--- config.mk ---
export PLATFORM = sky130hd
export DESIGN_NAME = cnt_snapshot_reader
export DESIGN_NICKNAME = d
export VERILOG_FILES = /design/src/rtl/cnt_pkg.sv /design/src/rtl/snap_fifo.sv /design/src/rtl/cnt_snapshot_reader.sv
export SDC_FILE = /design/constraint.sdc
export NUM_CORES = 1
export LEC_CHECK = 0
export BUFFER_PORTS_ARGS = -buffer_cell sky130_fd_sc_hd__buf_2
export CAP_MARGIN = 20
export CORE_MARGIN = 5
export CORE_UTILIZATION = 50
export CTS_CLUSTER_DIAMETER = 50
export CTS_CLUSTER_SIZE = 28
export DETAILED_ROUTE_END_ITERATION = 12
export PLACE_DENSITY = 0.7
export SYNTH_ARGS = -nofsm -noshare
export SYNTH_HDL_FRONTEND = slang
export SYNTH_HIERARCHICAL = 1
export SYNTH_SLANG_ARGS = --single-unit
--- constraint.sdc ---
create_clock -name clk -period 3.5 [get_ports clk]
set_input_delay 0.875 -clock clk [delete_from_list [all_inputs] [get_ports clk]]
set_output_delay 0.875 -clock clk [all_outputs]
set_load 0.01 [all_outputs]
--- src/rtl/cnt_pkg.sv ---
// Shared constants for the counter snapshot reader.
//   CNT_DW      width of the counter value / snapshot data
//   SNAP_DEPTH  number of snapshot FIFO entries (power of 2, >= 2)
package cnt_pkg;

    localparam int CNT_DW     = 8;
    localparam int SNAP_DEPTH = 4;

endpackage : cnt_pkg

--- src/rtl/snap_fifo.sv ---
// Snapshot FIFO with a registered read port.
//   clk, reset   clock / asynchronous active-low reset
//   push_req     write request (wdata), may be refused when full
//   rd           pop request, ignored while empty
//   wdata        data written on an accepted push
//   push_acc     1 when this cycle's push_req is accepted
//   push_drop    1 when push_req is refused (full, no pop this cycle)
//   rdata        popped entry, registered, holds between pops
//   rvalid       1-cycle pulse, cycle after an accepted rd
//   empty, full  registered flags derived from level
//   level        entries held, 0..DEPTH
//
// Read handshake: rd is a request with no ready/backpressure; it is
// accepted exactly when the FIFO is not empty at that edge. An accepted
// rd produces rvalid=1 with rdata on the next cycle only. rdata is not
// touched by refused reads. There is no write-to-read bypass: an entry
// pushed this cycle can be popped at the earliest next cycle.
module snap_fifo #(
    parameter int DW    = 8,
    parameter int DEPTH = 4,
    parameter int AW    = $clog2(DEPTH)
) (
    input  logic          clk,
    input  logic          reset,
    input  logic          push_req,
    input  logic          rd,
    input  logic [DW-1:0] wdata,
    output logic          push_acc,
    output logic          push_drop,
    output logic [DW-1:0] rdata,
    output logic          rvalid,
    output logic          empty,
    output logic          full,
    output logic [AW:0]   level
);

    localparam logic [AW:0] FULL_LVL = (AW + 1)'(DEPTH);

    logic [DW-1:0] mem [DEPTH];
    logic [AW-1:0] wp;
    logic [AW-1:0] rp;
    logic          pop_ok;
    logic [AW:0]   level_nxt;

    // A push into a full FIFO is still accepted if a pop frees a slot
    // in the same cycle.
    assign pop_ok    = rd & ~empty;
    assign push_acc  = push_req & (~full | pop_ok);
    assign push_drop = push_req & full & ~pop_ok;

    always_comb begin
        level_nxt = level;
        case ({push_acc, pop_ok})
            2'b10:   level_nxt = level + 1'b1;
            2'b01:   level_nxt = level - 1'b1;
            default: level_nxt = level;
        endcase
    end

    always_ff @(posedge clk or negedge reset) begin
        if (!reset) begin
            wp     <= '0;
            rp     <= '0;
            level  <= '0;
            empty  <= 1'b1;
            full   <= 1'b0;
            rdata  <= '0;
            rvalid <= 1'b0;
        end else begin
            // Pointers wrap naturally because DEPTH is a power of 2.
            if (push_acc) wp <= wp + 1'b1;
            if (pop_ok) begin
                rp    <= rp + 1'b1;
                rdata <= mem[rp];
            end
            rvalid <= pop_ok;
            level  <= level_nxt;
            empty  <= (level_nxt == '0);
            full   <= (level_nxt == FULL_LVL);
        end
    end

    // Storage needs no reset; entries are only read after being written.
    always_ff @(posedge clk) begin
        if (push_acc) mem[wp] <= wdata;
    end

endmodule : snap_fifo

--- src/rtl/cnt_snapshot_reader.sv ---
// Read-side companion of the writable counter: samples data_cnt on an
// explicit strobe or automatically on value change, buffers snapshots in
// a small FIFO and returns them over a rd/rvalid handshake.
//   clk       system clock
//   reset     asynchronous active-low reset
//   data_cnt  counter value to sample
//   capture   1-cycle strobe: push data_cnt this cycle
//   auto_en   also push whenever data_cnt differs from the last pushed value
//   rd        pop request (accepted when not empty)
//   clr_ovf   clears the overflow flag (a same-cycle set wins)
//   rdata     popped snapshot, valid while rvalid=1
//   rvalid    1-cycle pulse, cycle after an accepted rd
//   empty     FIFO empty
//   full      FIFO full
//   level     entries held, 0..DEPTH
//   overflow  sticky: push attempted while full and no pop
module cnt_snapshot_reader
    import cnt_pkg::*;
#(
    parameter int DW    = CNT_DW,
    parameter int DEPTH = SNAP_DEPTH,
    parameter int AW    = $clog2(DEPTH)
) (
    input  logic          clk,
    input  logic          reset,
    input  logic [DW-1:0] data_cnt,
    input  logic          capture,
    input  logic          auto_en,
    input  logic          rd,
    input  logic          clr_ovf,
    output logic [DW-1:0] rdata,
    output logic          rvalid,
    output logic          empty,
    output logic          full,
    output logic [AW:0]   level,
    output logic          overflow
);

    logic [DW-1:0] last_val;
    logic          last_vld;
    logic          push_req;
    logic          push_acc;
    logic          push_drop;

    // last_vld=0 forces the first auto sample after reset to push. Only
    // accepted pushes update last_val, so a dropped value keeps retrying.
    assign push_req = capture | (auto_en & (~last_vld | (data_cnt != last_val)));

    snap_fifo #(
        .DW    (DW),
        .DEPTH (DEPTH),
        .AW    (AW)
    ) u_fifo (
        .clk       (clk),
        .reset     (reset),
        .push_req  (push_req),
        .rd        (rd),
        .wdata     (data_cnt),
        .push_acc  (push_acc),
        .push_drop (push_drop),
        .rdata     (rdata),
        .rvalid    (rvalid),
        .empty     (empty),
        .full      (full),
        .level     (level)
    );

    always_ff @(posedge clk or negedge reset) begin
        if (!reset) begin
            last_val <= '0;
            last_vld <= 1'b0;
        end else if (push_acc) begin
            last_val <= data_cnt;
            last_vld <= 1'b1;
        end
    end

    always_ff @(posedge clk or negedge reset) begin
        if (!reset) begin
            overflow <= 1'b0;
        end else if (push_drop) begin
            overflow <= 1'b1;
        end else if (clr_ovf) begin
            overflow <= 1'b0;
        end
    end

endmodule : cnt_snapshot_reader

==> results.sh, run 1 <==
export IMPL_outcome="complete, no violations"
export IMPL_clock_latency_ps=330
export IMPL_netlist_instances=162
export IMPL_synth_seq_area_share_pct=67.0
export IMPL_fp_dieW_um=80.4
export IMPL_setup_viol=0
export IMPL_rows=25
export IMPL_final_max_slew_violation_count=0
export IMPL_max_freq_ghz=0.342
export IMPL_synth_area_sq_um=2480
export IMPL_antenna_found_initial=0
export IMPL_cts_buffer_depth=2
export IMPL_first_pass_iters=4
export IMPL_dpl_instance_area_sq_um=2660
export IMPL_place_hpwl_um=3110
export IMPL_synth_top_area_share_pct=38.7
export IMPL_cts_resized=0
export IMPL_clock_sinks=60
export IMPL_start_kind="input pin"
export IMPL_route_detailed_drc=0
export IMPL_drive_above_1_share_pct=28.4
export IMPL_vias=1440
export IMPL_num_io_pins=29
export IMPL_yosysWarnings=6
export IMPL_numCtsBuffers=9
export IMPL_grt_pass1_vias=1557
export IMPL_fp_coreArea_sq_um=4790
export IMPL_crit_required_ps=3750
export IMPL_grt_max_degree=29
export IMPL_cts_tree="done"
export IMPL_relSlewSlack_pct=40.3
export IMPL_fillers=384
export IMPL_postCtsSetupRepairBufs=0
export IMPL_critPathMaxFanout=16
export IMPL_critPathKind="in2reg"
export IMPL_regArea_sq_um=1660
export IMPL_n_antenna_cell=0
export IMPL_report_power_total_mw=2.44
export IMPL_syn_nets=182
export IMPL_min_path_type="reg2reg"
export IMPL_fin_setup_tns_ps=0
export IMPL_worst_slew_pin_transition_ps=895
export IMPL_grt_pass1_wl_um=7600
export IMPL_path_clk_slew_ps=70
export IMPL_cts_root_buf="clkbuf_8"
export IMPL_synth_area_leader_cell="edfxtp_1"
export IMPL_antenna_violating_nets_post_route=0
export IMPL_syn_area_per_cell_sq_um=15.3
export IMPL_period_minus_slack_ps=2920
export IMPL_synth_area_leaders="edfxtp_1 39%, dfrtp_1 27%, mux2i_1 6.5%"
export IMPL_rsz0062_at_grt="no"
export IMPL_numPortBuffers=28
export IMPL_cts_hold_buf=0
export IMPL_syn_to_final_growth_pct=15.7
export IMPL_hold_viol=0
export IMPL_routed_wl_um=4690
export IMPL_p_leak_nw=1.23
export IMPL_skew_ps=4.76
export IMPL_track_usage_pct=16.3
export IMPL_viasPerCell=5.37
export IMPL_final_area_sq_um=2870
export IMPL_synth_cell_type_count=34
export IMPL_fp_dieArea_sq_um=6470
export IMPL_die_y_um=80.4
export IMPL_grt_overflow=0
export IMPL_cp_data_arrival_time_ps=3170
export IMPL_htreeDepth=3
export IMPL_initialDrtViolationCount=126
export IMPL_wl_per_cell_um=17.5
export IMPL_initial_core_util_pct=51.8
export IMPL_gp_congestion=0.720
export IMPL_multiInputGateArea_sq_um=743
export IMPL_vdd_drop_max_mv=0.361
export IMPL_drv_cap=0
export IMPL_powerDensity_nw_per_um2=851
export IMPL_crit_path_end_kind="flop"
export IMPL_post_route_period_util_pct=83.5
export IMPL_synth_seq_cells=60
export IMPL_finalNetCount=216
export IMPL_holdWs_ps=466
## layer usage
metal | wire length (um) | global-route usage (%) | up-vias
li1 | - | - | 647
met1 | 2100 | 19.8 | 733
met2 | 2300 | 26.6 | 50
met3 | 207 | 5.61 | 10
met4 | 89 | 6.93 | 0
met5 | 0 | 0 | -
## flip-flops by register name (all words and copies together), names as in the netlist
name / cells
u_fifo/mem: 32
last_val: 8
u_fifo/rdata: 8
u_fifo/level: 3
u_fifo/rp: 2
u_fifo/wp: 2
last_vld: 1
overflow: 1
u_fifo/empty: 1
u_fifo/full: 1
u_fifo/rvalid: 1
## layout make-up
class,instances,area share [%]
clock inverters,5,2.66
multi-input cells,88,25.9
well taps,67,2.92
clock buffers,11,4.58
inverters,9,1.18
flip-flops and latches,60,57.9
repair buffers,28,4.88
## synthesized netlist by cell type
cell / count
buf_6: 1
buf_8: 1
o2bb2ai_1: 1
xnor2_1: 5
a21o_1: 1
ha_1: 5
and3_1: 1
a31oi_1: 1
o221ai_1: 8
nand2_1: 12
inv_2: 1
nor3b_1: 1
mux2_2: 8
nand2_2: 1
nor3_1: 1
dfstp_2: 1
and2_1: 4
edfxtp_1: 32
nand2b_4: 1
dfrtp_1: 27
o21ai_0: 1
fa_1: 1
nand2b_1: 1
nor2_1: 3
buf_2: 3
nor4_1: 1
mux2_4: 1
nand3_1: 1
mux2i_1: 16
a21boi_4: 1
o22ai_1: 1
xor2_1: 9
inv_1: 8
or2_2: 2
## power by group
group | internal [mW] | switching, mW
combinational | 0.297 | 0.362
sequential | 0.980 | 0.146
clock | 0.398 | 0.260
total | 1.68 | 0.768
## stage by stage
stage | utilization, % | std cells | worst slack [ps]
after floorplan | - | 162 | 662
after global placement | 55.7 | 252 | 375
after detailed placement | 55.7 | 252 | 246
after CTS | 60.0 | 268 | 579
after global routing | 60.0 | 268 | 446
final | 60.0 | 268 | 579
## logic make-up after synthesis
logic type                 count (synthesis)  share of synthesized area (%)
and+or+nand+nor                           29                           6.05
xor gates and xnor gates                  14                           4.94
buffers and inverters                     14                           3.03
muxes                                     25                           10.7
adders and majority gates                  6                           3.33
AOI/OAI and AO/OA                         14                           4.94
DFF                                       60                           67.0
## path summary, 6_finish.rpt
kind | start | end | slack, ps | cells past startpoint
max in group asynchronous | reset | u_fifo/rdata[7]$_DFFE_PN0P_ | 2490 | 1
setup reg to reg | last_val[3]$_DFFE_PN0P_ | u_fifo/empty$_DFF_PN1_ | 870 | 11
min in group asynchronous | reset | u_fifo/level[0]$_DFF_PN0_ | 580 | 1
setup / recovery | data_cnt[3] | u_fifo/empty$_DFF_PN1_ | 580 | 12
hold reg to reg | last_vld$_DFFE_PN0P_ | last_vld$_DFFE_PN0P_ | 470 | 1
hold / removal | last_vld$_DFFE_PN0P_ | last_vld$_DFFE_PN0P_ | 470 | 1
## critical path: stages
cell      delay [ps]
buf_2            140
xor2_1           160
nor4_1           280
a31oi_1          140
a21boi_4         220
inv_1             90
ha_1             170
inv_1             60
fa_1             520
nand2_1           80
or2_2            270
o22ai_1          150
## layout by cell type, fill, tap and decap left out, types with 2 or more instances in the layout
cell type / n
buf_2: 28
clkbuf_8: 9
or2_2: 2
ha_1: 5
edfxtp_1: 32
nor2_1: 3
clkbuf_1: 2
dfrtp_1: 27
nand2_1: 12
and2_1: 4
mux2_2: 8
xnor2_1: 5
inv_1: 8
xor2_1: 9
o221ai_1: 8
bufinv_16: 2
mux2i_1: 16
Power figures use the tool's default switching activity.
==> run 2, diff against run 1 <==
ABC_AREA = 1   (was unset)
clock period = 2.9 ns   (was 3.5 ns; I/O delays follow)
==> results.sh, run 2 <==
export IMPL_syn_to_final_growth_pct=14.7
export IMPL_crit_path_end_kind="flop"
export IMPL_cts_buffer_depth=2
export IMPL_numCtsBuffers=9
export IMPL_htreeDepth=3
export IMPL_track_usage_pct=16.3
export IMPL_synth_most_common_cell="nand2_1"
export IMPL_rows=26
export IMPL_numPortBuffers=28
export IMPL_fp_dieW_um=82.3
export IMPL_grt_pass1_vias=1656
export IMPL_grt_overflow=0
export IMPL_initial_core_util_pct=51.2
export IMPL_path_clk_slew_ps=60
export IMPL_vdd_drop_max_mv=0.455
export IMPL_fin_setup_tns_ps=0
export IMPL_routed_wl_um=4630
export IMPL_ys_async_sr_fraction_pct=46.7
export IMPL_clock_latency_ps=330
export IMPL_cts_resized=0
export IMPL_p_leak_nw=1.45
export IMPL_clock_sinks=60
export IMPL_finalNetCount=320
export IMPL_power_switching_mw=1.08
export IMPL_initialDrtViolationCount=140
export IMPL_max_freq_ghz=0.392
export IMPL_synth_area_sq_um=2620
export IMPL_gp_congestion=0.734
export IMPL_rsz0062_at_grt="no"
export IMPL_drive_above_1_share_pct=17.7
export IMPL_fp_coreArea_sq_um=5110
export IMPL_syn_nets=279
export IMPL_largest_register_ffs=32
export IMPL_gr_usage_met3_pct=5.21
export IMPL_die_y_um=82.3
export IMPL_synth_top_area_share_pct=36.7
export IMPL_syn_area_per_cell_sq_um=10.1
export IMPL_skew_ps=3.48
export IMPL_n_antenna_cell=0
export IMPL_vias=1741
export IMPL_netlist_instances=259
export IMPL_route_detailed_drc=0
export IMPL_period_minus_slack_ps=2550
export IMPL_yosys_top_cells_count="95 x nand2_1, 32 x edfxtp_1, 32 x inv_1"
export IMPL_relSlewSlack_pct=58.4
export IMPL_min_path_type="in2async"
export IMPL_clkPwrFrac_pct=20.9
export IMPL_grtUsageMet1_pct=21.6
export IMPL_fp_dieArea_sq_um=6780
export IMPL_synth_cell_type_count=27
export IMPL_cts_hold_buf=0
export IMPL_hold_viol=0
export IMPL_power_frac_comb_pct=32.7
export IMPL_critPathKind="in2reg"
export IMPL_outcome="complete, no violations"
export IMPL_regMostFlops="u_fifo/mem"
export IMPL_first_pass_iters=4
export IMPL_cp_data_arrival_time_ps=2810
export IMPL_fin_util_pct=58.8
export IMPL_antenna_found_initial=0
export IMPL_fillers=449
export IMPL_drv_cap=0
export IMPL_cts_root_buf="clkbuf_8"
export IMPL_top_usage_layer="met2"
export IMPL_wl_per_cell_um=12.4
export IMPL_start_kind="input pin"
export IMPL_powerDensity_nw_per_um2=995
export IMPL_multiInputGateArea_sq_um=749
export IMPL_synth_area_leaders="edfxtp_1 37%, dfrtp_1 26%, nand2_1 14%"
export IMPL_postCtsSetupRepairBufs=0
export IMPL_setup_viol=0
export IMPL_internal_power_mw=1.91
export IMPL_synth_edf_count=32
export IMPL_regArea_sq_um=1660
export IMPL_use_met2_pct=23.7
export IMPL_worst_slew_pin_transition_ps=624
export IMPL_synth_seq_area_share_pct=63.6
export IMPL_num_io_pins=29
export IMPL_reg_largest_list="u_fifo/mem: 32 flops, last_val: 8 flops, u_fifo/rdata: 8 flops"
export IMPL_final_max_slew_violation_count=0
export IMPL_post_route_period_util_pct=87.9
export IMPL_synth_area_leader_cell="edfxtp_1"
export IMPL_viasPerCell=4.64
export IMPL_ys_flop_type="edfxtp_1"
export IMPL_layout_common_cells="95 x nand2_1, 32 x inv_1, 32 x edfxtp_1"
export IMPL_critPathMaxFanout=7
export IMPL_antenna_violating_nets_post_route=0
export IMPL_crit_required_ps=3160
export IMPL_place_hpwl_um=3100
export IMPL_instances_no_fill=375
export IMPL_p_seq_share_pct=46.3
export IMPL_yosysWarnings=6
export IMPL_swShare_pct=36.0
export IMPL_final_common_cell="nand2_1"
export IMPL_post_place_cells=359
export IMPL_cts_tree="done"
export IMPL_grt_pass1_wl_um=7850
export IMPL_grt_max_degree=29
export IMPL_synth_seq_cells=60
## run 2: layout make-up
type                            count  share of cell area [%]
Clock inverter                      2                   0.333
Sequential cell                    60                    55.4
Multi-Input combinational cell    158                    25.0
Tap cell                           70                    2.92
Inverter                           35                    4.63
Clock buffer                       14                    5.09
Timing Repair Buffer               36                    6.67
## run 2: cells by family (layout without fill, tap and decap cells)
logic type | count (synthesis) | count (layout) | synth area share (%)
and+or+nand+nor | 118 | 118 | 17.6
DFF | 60 | 60 | 63.6
buffers and inverters | 41 | 87 | 7.80
AOI/OAI and AO/OA | 29 | 29 | 6.17
adders and majority gates | 6 | 6 | 3.16
xor gates and xnor gates | 5 | 5 | 1.67
## run 2: per-stage QoR
step	hold slack, ps	area [sq um]	total power [mW]	worst slack, ps
finish	403	3000	2.99	351
global route	454	3000	3.25	36.1
CTS	425	3000	3.03	373
detailed placement	433	2840	2.39	34.2
global placement	426	2840	2.36	160
floorplan	414	2620	2.10	327
## run 2: metal layers
metal  vias up  share of wire (%)
met1       796                 46
met5         -                  0
met3        12                5.5
li1        898                  -
met2        35                 46
met4         0                2.4
## run 2: worst paths after layout
check                                         from                           to  slack [ps]  depth (start not counted)
setup / recovery                       data_cnt[0]        u_fifo/full$_DFF_PN0_         350                         18
hold / removal                               reset  u_fifo/rdata[1]$_DFFE_PN0P_         400                          1
setup reg to reg           last_val[4]$_DFFE_PN0P_        u_fifo/full$_DFF_PN0_         520                         16
hold reg to reg               last_vld$_DFFE_PN0P_         last_vld$_DFFE_PN0P_         440                          2
max in group asynchronous                    reset         last_vld$_DFFE_PN0P_        2090                          1
min in group clk              last_vld$_DFFE_PN0P_         last_vld$_DFFE_PN0P_         440                          2
## run 2: power groups by stage
stage	Combinational [mW]	Clock [mW]	Sequential (mW)
floorplan	0.727	0	1.37
detailed placement	0.988	0	1.41
global placement	0.967	0	1.40
global route	1.15	0.686	1.42
finish	0.977	0.625	1.38
CTS	0.996	0.638	1.39
## run 2: critical path, cell delays in order
cell      delay, ps
buf_2           150
inv_1            60
nand2_1          50
o211ai_1         80
nor2_1          160
nand2_1          70
nand2_1          70
nand2_1          60
inv_1            90
a21oi_4          40
inv_1            80
ha_1            160
inv_1            70
fa_1            500
nand2_1          50
o21ai_0         110
nand3_1         150
a21oi_1         130
==> run 3, diff against run 2 <==
ABC_AREA = unset   (was 1)
CAP_MARGIN = 0   (was 20)
SETUP_SLACK_MARGIN = 0.4   (was unset)
==> results.sh, run 3 (synthesis results as in run 1) <==
export IMPL_cp_data_arrival_time_ps=2680
export IMPL_route_detailed_drc=0
export IMPL_crit_path_end_kind="flop"
export IMPL_clock_latency_ps=320
export IMPL_fin_setup_tns_ps=0
export IMPL_cts_tree="done"
export IMPL_num_io_pins=29
export IMPL_layout_common_cells="32 x edfxtp_1, 27 x dfrtp_1, 24 x buf_2"
export IMPL_hold_viol=0
export IMPL_viasPerCell=5.02
export IMPL_cts_root_buf="clkbuf_8"
export IMPL_antenna_found_initial=0
export IMPL_critPathKind="in2reg"
export IMPL_cts_buffer_depth=2
export IMPL_finalNetCount=220
export IMPL_period_minus_slack_ps=2430
export IMPL_crit_top_cell="inv_2"
export IMPL_htreeDepth=3
export IMPL_p_leak_nw=1.25
export IMPL_numPortBuffers=28
export IMPL_grt_overflow=0
export IMPL_drv_cap=0
export IMPL_skew_ps=8.73
export IMPL_syn_to_final_growth_pct=19.1
export IMPL_place_hpwl_um=2910
export IMPL_path_clk_slew_ps=60
export IMPL_n_antenna_cell=0
export IMPL_worst_slew_pin_transition_ps=867
export IMPL_setup_viol=0
export IMPL_crit_family="adder cells"
export IMPL_fp_coreArea_sq_um=4790
export IMPL_regMostFlops="u_fifo/mem"
export IMPL_initialDrtViolationCount=106
export IMPL_relSlewSlack_pct=42.2
export IMPL_numCtsBuffers=9
export IMPL_die_y_um=80.4
export IMPL_r2r_end="u_fifo/empty$_DFF_PN1_"
export IMPL_reg2reg_setup_slack_ps=520
export IMPL_rows=25
export IMPL_rsz0062_at_grt="yes"
export IMPL_final_common_cell="edfxtp_1"
export IMPL_max_stage_delay_ps=540
export IMPL_max_freq_ghz=0.412
export IMPL_grt_pass1_wl_um=7030
export IMPL_initial_core_util_pct=51.8
export IMPL_largest_register_ffs=32
export IMPL_vias=1366
export IMPL_r2r_start="last_val[1]$_DFFE_PN0P_"
export IMPL_instances_no_fill=272
export IMPL_dp_slack_ps=31.8
export IMPL_powerDensity_nw_per_um2=950
export IMPL_final_max_slew_violation_count=0
export IMPL_fp_dieArea_sq_um=6470
export IMPL_routed_wl_um=4310
export IMPL_critPathMaxFanout=3
export IMPL_antenna_violating_nets_post_route=0
export IMPL_clock_sinks=60
export IMPL_fp_dieW_um=80.4
export IMPL_drive_above_1_share_pct=35.1
export IMPL_gp_congestion=0.801
export IMPL_reg_largest_list="u_fifo/mem: 32 flops, last_val: 8 flops, u_fifo/rdata: 8 flops"
export IMPL_min_path_type="in2async"
export IMPL_setup_ws_ps=471
export IMPL_grt_pass1_vias=1428
export IMPL_vdd_drop_max_mv=0.530
export IMPL_grt_max_degree=29
export IMPL_post_route_period_util_pct=83.8
export IMPL_outcome="complete, no violations"
export IMPL_crit_required_ps=3150
export IMPL_cp_slowest_cell="fa_2"
export IMPL_crit_buf_inv=3
export IMPL_path_cells="buf_12, xor2_2, nor4_2, a31oi_1, a21boi_4, inv_2, ha_4, inv_2, fa_2, nand2_2, or2_4, o22ai_2"
export IMPL_start_kind="input pin"
export IMPL_wl_per_cell_um=15.8
export IMPL_first_pass_iters=4
export IMPL_r2r_cells=11
export IMPL_post_place_cells=253
export IMPL_track_usage_pct=15.1
==> run 3: cell types whose count changed in the layout (fill, tap and decap cells not counted), moves of 4 or more <==
cell,previous run,this run
o21ai_1,8,0
mux2i_1,0,16
o21ai_0,16,1
and2_1,0,4
nand2_1,95,11
buf_2,28,24
nor2_1,16,3
inv_1,32,6
mux2_2,0,8
o221ai_1,0,8
==> run 3: area by class of cell <==
cell class              instances  area [sq um]
fillers                       371          1830
well taps                      67          83.8
repair buffers                 32           205
inverters                       9          33.8
clock buffers                  12           135
clock inverters                 4          17.5
flip-flops and latches         60          1660
multi-input cells              88           817
==> run 3: worst max-delay path by stage <==
stage | startpoint | end | slack [ps] | depth (start not counted)
final | data_cnt[1] | u_fifo/empty$_DFF_PN1_ | 470 | 12
after global routing | data_cnt[6] | u_fifo/empty$_DFF_PN1_ | 380 | 12
after CTS | data_cnt[4] | u_fifo/empty$_DFF_PN1_ | 400 | 12
after detailed placement | data_cnt[6] | u_fifo/empty$_DFF_PN1_ | 30 | 12
after global placement | data_cnt[6] | u_fifo/empty$_DFF_PN1_ | 100 | 12
after floorplan | data_cnt[4] | u_fifo/empty$_DFF_PN1_ | 310 | 11
==> run 3: repair_timing <==
item | in CTS | in global routing
resized for setup | 1 | 20
pin swaps | 0 | 7
hold buffers | 0 | 0
setup endpoints to repair | 1 | 2
setup buffers | 0 | 3
==> run 3: power by group <==
group / switching (mW) / total [mW] / internal (mW)
registers: 0.184 / 1.37 / 1.18
clock network: 0.286 / 0.588 / 0.302
logic: 0.442 / 0.854 / 0.411
total: 0.912 / 2.81 / 1.90
==> run 3: metrics by stage <==
stage          power, mW  utilization [%]  area [sq um]  hold slack (ps)
2_1_floorplan       1.95                -          2510              429
3_3_place_gp        2.14             56.3          2700              455
3_5_place_dp        2.19             56.3          2700              452
4_1_cts             2.78             59.6          2850              444
5_1_grt             2.99             61.8          2960              480
6_report            2.81             61.8          2960              429
==> run 3: layer usage <==
| metal | part of all wire, % | global-route usage [%] | vias to the layer above |
|---|---|---|---|
| met5 | 0 | 0 | - |
| met2 | 49 | 22.8 | 31 |
| met3 | 4.8 | 3.70 | 8 |
| li1 | - | - | 651 |
| met4 | 2.1 | 9.12 | 0 |
| met1 | 45 | 19.7 | 676 |
